### config.mk
export PLATFORM = sky130hd
export DESIGN_NAME = vga_copper
export DESIGN_NICKNAME = d
export VERILOG_FILES = /design/src/rtl/vga_copper.sv
export SDC_FILE = /design/constraint.sdc
export NUM_CORES = 1
export LEC_CHECK = 0
export CAP_MARGIN = 20
export CORE_ASPECT_RATIO = 0.6
export CORE_UTILIZATION = 60
export DETAILED_ROUTE_END_ITERATION = 10
export HOLD_SLACK_MARGIN = 0.05
export PLACE_DENSITY = 0.78
export SLEW_MARGIN = 10
export SYNTH_ARGS = -nofsm -noshare
export SYNTH_HDL_FRONTEND = slang
export SYNTH_SLANG_ARGS = --single-unit
### constraint.sdc
create_clock -name clk -period 6.4 [get_ports clk]
set_input_delay 1.92 -clock clk [delete_from_list [all_inputs] [get_ports clk]]
set_output_delay 1.92 -clock clk [all_outputs]
set_load 0.02 [all_outputs]
### src/rtl/vga_copper.sv
// vga_copper: display-list sequencer for the VGA core.
// A small command RAM of {offset, data} pairs is replayed as single Wishbone
// writes into the VGA core's register file. Writes to the wait-for-condition
// register stall until the core acks; every other write is guarded by a
// watchdog. Optional loop mode replays the list continuously until stopped.
module vga_copper #(
    parameter int          DEPTH    = 32,
    parameter int          AW       = 5,
    parameter logic [31:0] VGA_BASE = 32'h0400_0000,
    parameter logic [7:0]  WAIT_OFS = 8'h18,
    parameter int          TIMEOUT  = 1023
) (
    input  logic          clk,
    input  logic          reset,
    input  logic          load_we,
    input  logic [AW-1:0] load_addr,
    input  logic [39:0]   load_data,
    input  logic [AW:0]   list_len,
    input  logic          loop,
    input  logic          start,
    input  logic          stop,
    output logic          busy,
    output logic          done,
    output logic          error,
    output logic [AW-1:0] pc,
    output logic [31:0]   wb_addr_o,
    output logic [31:0]   wb_data_o,
    output logic [3:0]    wb_sel_o,
    output logic          wb_we_o,
    output logic          wb_stb_o,
    output logic          wb_cyc_o,
    input  logic          wb_ack_i
);

    typedef enum logic [1:0] {
        IDLE  = 2'd0,
        FETCH = 2'd1,
        BUS   = 2'd2,
        GAP   = 2'd3
    } state_t;

    state_t          state_reg;
    logic [AW-1:0]   pc_reg;
    logic [AW:0]     len_reg;
    logic            loop_reg;
    logic            stop_req_reg;
    logic            error_reg;
    logic            done_reg;
    logic            stb_reg;
    logic [9:0]      wdog_reg;

    // Command storage; contents survive reset on purpose so a list can be
    // loaded once and replayed after a system reset.
    logic [39:0]     ram [DEPTH];
    logic [39:0]     rd_reg;

    logic            last_cmd;
    logic            is_wait_cmd;

    assign last_cmd    = ({1'b0, pc_reg} == (len_reg - 1'b1));
    assign is_wait_cmd = (rd_reg[39:32] == WAIT_OFS);

    // Loader port: writes are only accepted while the sequencer is idle so a
    // running list can never be modified underneath the bus cycle.
    always_ff @(posedge clk) begin
        if (load_we && (state_reg == IDLE)) begin
            ram[load_addr] <= load_data;
        end
    end

    // Registered RAM read, issued only in FETCH so the read word (and thus
    // the bus address/data) stays frozen for the whole BUS phase.
    always_ff @(posedge clk) begin
        if ((state_reg == FETCH) && !stop_req_reg) begin
            rd_reg <= ram[pc_reg];
        end
    end

    // Sequencer FSM with registered strobe, done pulse, error flag and watchdog.
    always_ff @(posedge clk) begin
        if (reset) begin
            state_reg    <= IDLE;
            pc_reg       <= '0;
            len_reg      <= '0;
            loop_reg     <= 1'b0;
            stop_req_reg <= 1'b0;
            error_reg    <= 1'b0;
            done_reg     <= 1'b0;
            stb_reg      <= 1'b0;
            wdog_reg     <= '0;
        end else begin
            done_reg <= 1'b0;
            if (stop && (state_reg != IDLE)) begin
                stop_req_reg <= 1'b1;
            end

            case (state_reg)
                IDLE: begin
                    if (start) begin
                        len_reg      <= list_len;
                        loop_reg     <= loop;
                        error_reg    <= 1'b0;
                        pc_reg       <= '0;
                        stop_req_reg <= 1'b0;
                        if (list_len == '0) begin
                            done_reg <= 1'b1;
                        end else begin
                            state_reg <= FETCH;
                        end
                    end
                end

                FETCH: begin
                    if (stop_req_reg) begin
                        done_reg     <= 1'b1;
                        stop_req_reg <= 1'b0;
                        state_reg    <= IDLE;
                    end else begin
                        stb_reg   <= 1'b1;
                        wdog_reg  <= '0;
                        state_reg <= BUS;
                    end
                end

                BUS: begin
                    if (wb_ack_i) begin
                        stb_reg   <= 1'b0;
                        state_reg <= GAP;
                    end else if (!is_wait_cmd) begin
                        // Abort a write the core never answers; skip GAP.
                        if (wdog_reg == 10'(TIMEOUT - 1)) begin
                            stb_reg      <= 1'b0;
                            error_reg    <= 1'b1;
                            done_reg     <= 1'b1;
                            stop_req_reg <= 1'b0;
                            state_reg    <= IDLE;
                        end else begin
                            wdog_reg <= wdog_reg + 10'd1;
                        end
                    end
                end

                GAP: begin
                    // The core's trailing ack lands here and is ignored.
                    if (stop_req_reg || (last_cmd && !loop_reg)) begin
                        done_reg     <= 1'b1;
                        stop_req_reg <= 1'b0;
                        state_reg    <= IDLE;
                    end else if (last_cmd) begin
                        pc_reg    <= '0;
                        state_reg <= FETCH;
                    end else begin
                        pc_reg    <= pc_reg + 1'b1;
                        state_reg <= FETCH;
                    end
                end

                default: state_reg <= IDLE;
            endcase
        end
    end

    assign busy      = (state_reg != IDLE);
    assign done      = done_reg;
    assign error     = error_reg;
    assign pc        = pc_reg;
    assign wb_stb_o  = stb_reg;
    assign wb_cyc_o  = stb_reg;
    assign wb_we_o   = stb_reg;
    assign wb_sel_o  = 4'hF;
    // Address/data are zero outside a bus cycle so reset leaves the bus quiet.
    assign wb_addr_o = stb_reg ? (VGA_BASE | {24'h0, rd_reg[39:32]}) : 32'h0;
    assign wb_data_o = stb_reg ? rd_reg[31:0] : 32'h0;

endmodule

; After elaboration in Yosys (flattened, before gate mapping)
; Memories as Yosys holds them, arrays and structs flattened. A register that Yosys moved wholly into a read port is not among the register bits.
; Index checks and enable logic that the tools add are counted.
[classes]
n_addsub = 3
n_eq_ne = 16
muxes = 47
n_reduce_logical = 19
[op_table]
columns = cell, count
row1 = $mux 10, 4
row2 = $mux 32, 1
row3 = $mux 27, 1
row4 = $mux 1, 25
row5 = $pmux 10 s2, 1
row6 = $ne 2x2->1 const B, 8
row7 = $mux 5, 3
row8 = $mux 2, 6
row9 = $add 10x1->10 const B, 1
row10 = $eq 10x10->1 const B, 1
row11 = $pmux 5 s2, 1
row12 = $reduce_and 5->1, 2
row13 = $eq 8x5->1 const B, 1
row14 = $pmux 1 s4, 2
row15 = $pmux 2 s4, 1
row16 = $reduce_and 4->1, 2
row17 = $reduce_bool 2->1, 4
row18 = $eq 5x6->1, 1
row19 = $logic_not 6->1, 1
row20 = $ne 3x3->1 const B, 2
row21 = $sub 6x1->6 const B, 1
row22 = $add 5x1->5 const B, 1
row23 = $eq 2x2->1 const B, 2
row24 = $logic_and 1x1->1, 4
row25 = other kinds (7), 9
[word_totals]
register_bits = 28
ramBits = 1280
inputBits = 58
out_inout_bits = 79
wordCells = 95
n_memories = 1
[mem_list]
columns = memory, words, width, rd, rd_clocked_by_memory_dff, wr, line_no
row1 = ram, 32, 40, 1, 1, 1, 54  ; logic [39:0] ram [DEPTH];

; Logic depth before layout (Yosys ltp)
[depth]
word_depth = 7
depth_mapped = 8
ltp_nobuf = 8

; Worst setup path before layout
; OpenSTA, ideal clock, no wires.
[synth_timing]
kind = input port to flip-flop
from = input load_we
to = memory ram[12][0], enable pin
setup_time_ns = 0.437
arrival_ns = 4.168
t_required_ns = 5.963
slack_ns = 1.794
stages = 4
path_buffers = 1
cell_sequence = nand2_1 or3_1 clkbuf_1 nor2_1
[synth_between]
elab_chain_cells = 3
[synth_rtl]
columns = element, line_no
row1 = start: declaration, 15  ; input logic load_we,
row2 = $logic_and 1x1->1, 66  ; if (load_we && (state_reg == IDLE)) begin
row3 = $mux 1, 66
row4 = $mux 1 (not written as such), 67  ; ram[load_addr] <= load_data;
row5 = end: declaration, 54
; Every way passes these cells.

; Worst setup path in the final report
[layout_timing]
from = register stb_reg (netlist: wb_cyc_o)
to = output wb_data_o[22]
[layout_between]
elab_chain_cells = 1
[layout_rtl]
columns = element, line_no
row1 = start: declaration, 49  ; logic stb_reg;
row2 = start signal: assignment, 89  ; stb_reg <= 1'b0;
row3 = start signal: assignment, 119  ; stb_reg <= 1'b1;
row4 = start signal: assignment, 127  ; stb_reg <= 1'b0;
row5 = $mux 32, 173  ; assign wb_data_o = stb_reg ? rd_reg[31:0] : 32'h0;
row6 = end: declaration, 27  ; output logic [31:0] wb_data_o,
; Every way passes these cells.

==> flow_summary.yaml <==
drt:
  drt.antenna.violating_nets: 0
  drt-vias-per-instance: 6.81
  vias: 24500
  wl_per_cell_um: 33.8
  routed_wl_um: 121000
  dr.pass1.iters: 6
  dr.first_iter.drc_count: 3709
  drc: 0
yosys:
  synth_area_leaders: "edfxtp_1, mux4_2, dfxtp_1"
  synthArstFlopShare: 0
  synth_commonest_cells: "edfxtp_1, mux4_2, clkbuf_1"
  synthFlopType: "edfxtp_1"
  synth_top_area_cell: "edfxtp_1"
  yosysSeqAreaShare: 0.777
  synth_most_common_cell: "edfxtp_1"
  synth_area_um2: 51700
  avgSynthCellArea_um2: 23.9
  synth_cell_types: 48
  yosys_warnings: 0
  syn_inst: 2167
  synth_edf_count: 1320
  yosys_register_bits: 1348
  synth_top_area_frac: 0.767
sta:
  setup_slack_ns: 1.84
  setup_viol: 0
  hold_violations: 0
  rsz0062_at_grt: "no"
  fin_crit_sh: 0.713
  maxSlewViolCount: 0
  fin_skew_ns: 0.0329
  worst_pin_slew_ns: 1.11
  final.setup.tns_ns: 0
  fmax_mhz: 219
  max_slew_margin: 0.258
  min_period_ns: 4.56
cts:
  path_clk_slew_ns: 0.07
  post_cts_buffers: 0
  ctsHoldBuffers: 0
  cts_buffer_depth: 3
  cts_inserted_buffers: 111
  insertion_delay_ns: 0.73
  ctsResizeCount: 0
  cts_tree: "built"
  cts_sinks: 1348
  htree_levels: 3
  cts-root-buf: "clkbuf_16"
placement:
  dp_cells: 3381
  place_hpwl_um: 67800
  post-place-ws_ns: 1.47
  place_congestion: 0.825
  io_buffers: 109
hold_path:
  worstHoldPathType: "reg2reg"
global_route:
  grt_max_degree: 148
  grtUsageTotal: 0.283
  antenna_found_initial: 4
  grt_pass1_wl_um: 175000
  grt_pass1_vias: 24300
  grt_overflow: 0
die:
  die_area_um2: 87400
  ios: 137
  rows: 82
  chipHeight_um: 229
  start_util: 0.612
  core_um2: 84400
  die_w_um: 381
cells_and_area:
  drive_above_1_share: 0.302
  final_cell_count_no_fill: 3594
  syn_to_final_growth_pct: 13.2
  final_nets: 2430
  largest_reg_flops: 1280
critical_path:
  worstPathArrival_ns: 2.64
  worstPathCellList: "buf_4, and2_1, clkdlybuf4s50_1"
  worstSetupPathType: "reg2out"
  cp-end-kind: "output port"
  cp.required_ns: 4.48
  path_buf_inv: 2
  crit_fanout: 34
  cpLargestDelayFamily: "buffers and inverters"
  crit_path_start_kind: "register"
  max_stage_delay_ns: 0.61
  cp_slowest_cell: "clkdlybuf4s50_1"
power:
  p_total_uw: 17500
  p_leak_uw: 0.0178
  ir_drop_mv: 0.263
  powerDensity_nw_per_um2: 299
flow_run:
  maxCapViolCount: 0
run_status:
  status: "completed"
==> report_power, final <==
part           internal [uW]  switching [uW]
logic                    220             406
clock network           4010            3090
registers               9770            40.9
total                  14000            3540
==> layout by cell type, fill, tap and decap left out, types with 5 or more instances in the layout <==
cell,instances
a21oi_1,16
and2_1,41
and3_1,5
buf_12,11
buf_4,72
buf_8,5
bufinv_16,17
clkbuf_1,21
clkbuf_16,115
clkdlybuf4s50_1,108
clkinv_1,16
clkinv_2,20
clkinvlp_4,7
conb_1,27
dfxtp_1,23
edfxtp_1,1320
inv_1,6
inv_6,5
mux2_2,40
mux4_2,400
nand2_1,28
nand3_1,11
nand3b_1,5
nand4_1,5
nor2_1,29
nor2_4,32
xor2_1,12
==> path summary, 6_finish.rpt <==
check                                from                      end  slack [ns]  cells after the start
setup reg to reg       pc[0]$_SDFFE_PP0P_     rd_reg[33]$_DFFE_PP_        2.73                      4
hold / removal    len_reg[5]$_SDFFE_PP0P_  len_reg[5]$_SDFFE_PP0P_        0.49                      2
hold reg to reg   len_reg[5]$_SDFFE_PP0P_  len_reg[5]$_SDFFE_PP0P_        0.49                      2
setup / recovery    wb_cyc_o$_SDFFE_PP0P_            wb_data_o[22]        1.84                      3
==> cell families after synthesis <==
group / count (synthesis) / share of synthesized area
adder cells (fa/ha/maj): 4 / 0.000968
flip-flops: 1348 / 0.777
XOR/XNOR: 14 / 0.00237
buffers and inverters: 144 / 0.0141
AND/OR/NAND/NOR: 178 / 0.0174
other: 2 / 0.000145
multiplexers: 440 / 0.183
AO/OA/AOI/OAI: 37 / 0.00467
==> worst reg2reg max path, delay by kind of cell (launching register included) <==
| family | cells | cell delay [ns] |
|---|---|---|
| buffers and inverters | 1 | 1.01 |
| muxes | 3 | 1.58 |
| DFF | 1 | 0.83 |
==> area by class of cell <==
| type | count | area (um^2) |
|---|---|---|
| diodes | 1 | 2.50 |
| clock buffers | 139 | 3000 |
| clock inverters | 65 | 767 |
| fillers | 4804 | 25900 |
| inverters | 7 | 31.3 |
| multi-input cells | 700 | 11100 |
| flip-flops and latches | 1348 | 40200 |
| well taps | 1134 | 1420 |
| repair buffers | 200 | 2000 |
==> routing by layer <==
layer	track usage	vias to the layer above	share of wire
met1	0.421	13200	0.39
met2	0.449	1553	0.49
met5	0	-	0.00022
met3	0.0502	181	0.093
li1	-	9579	-
met4	0.0663	4	0.024
==> through the flow <==
stage	hold WS, ns	utilization	area [um^2]
2_1_floorplan	0.445	-	51800
3_3_place_gp	0.462	0.647	54600
3_5_place_dp	0.472	0.647	54600
4_1_cts	0.483	0.692	58400
5_1_grt	0.501	0.693	58600
6_report	0.492	0.694	58600
No activity file was read; power rests on OpenSTA's default activity.
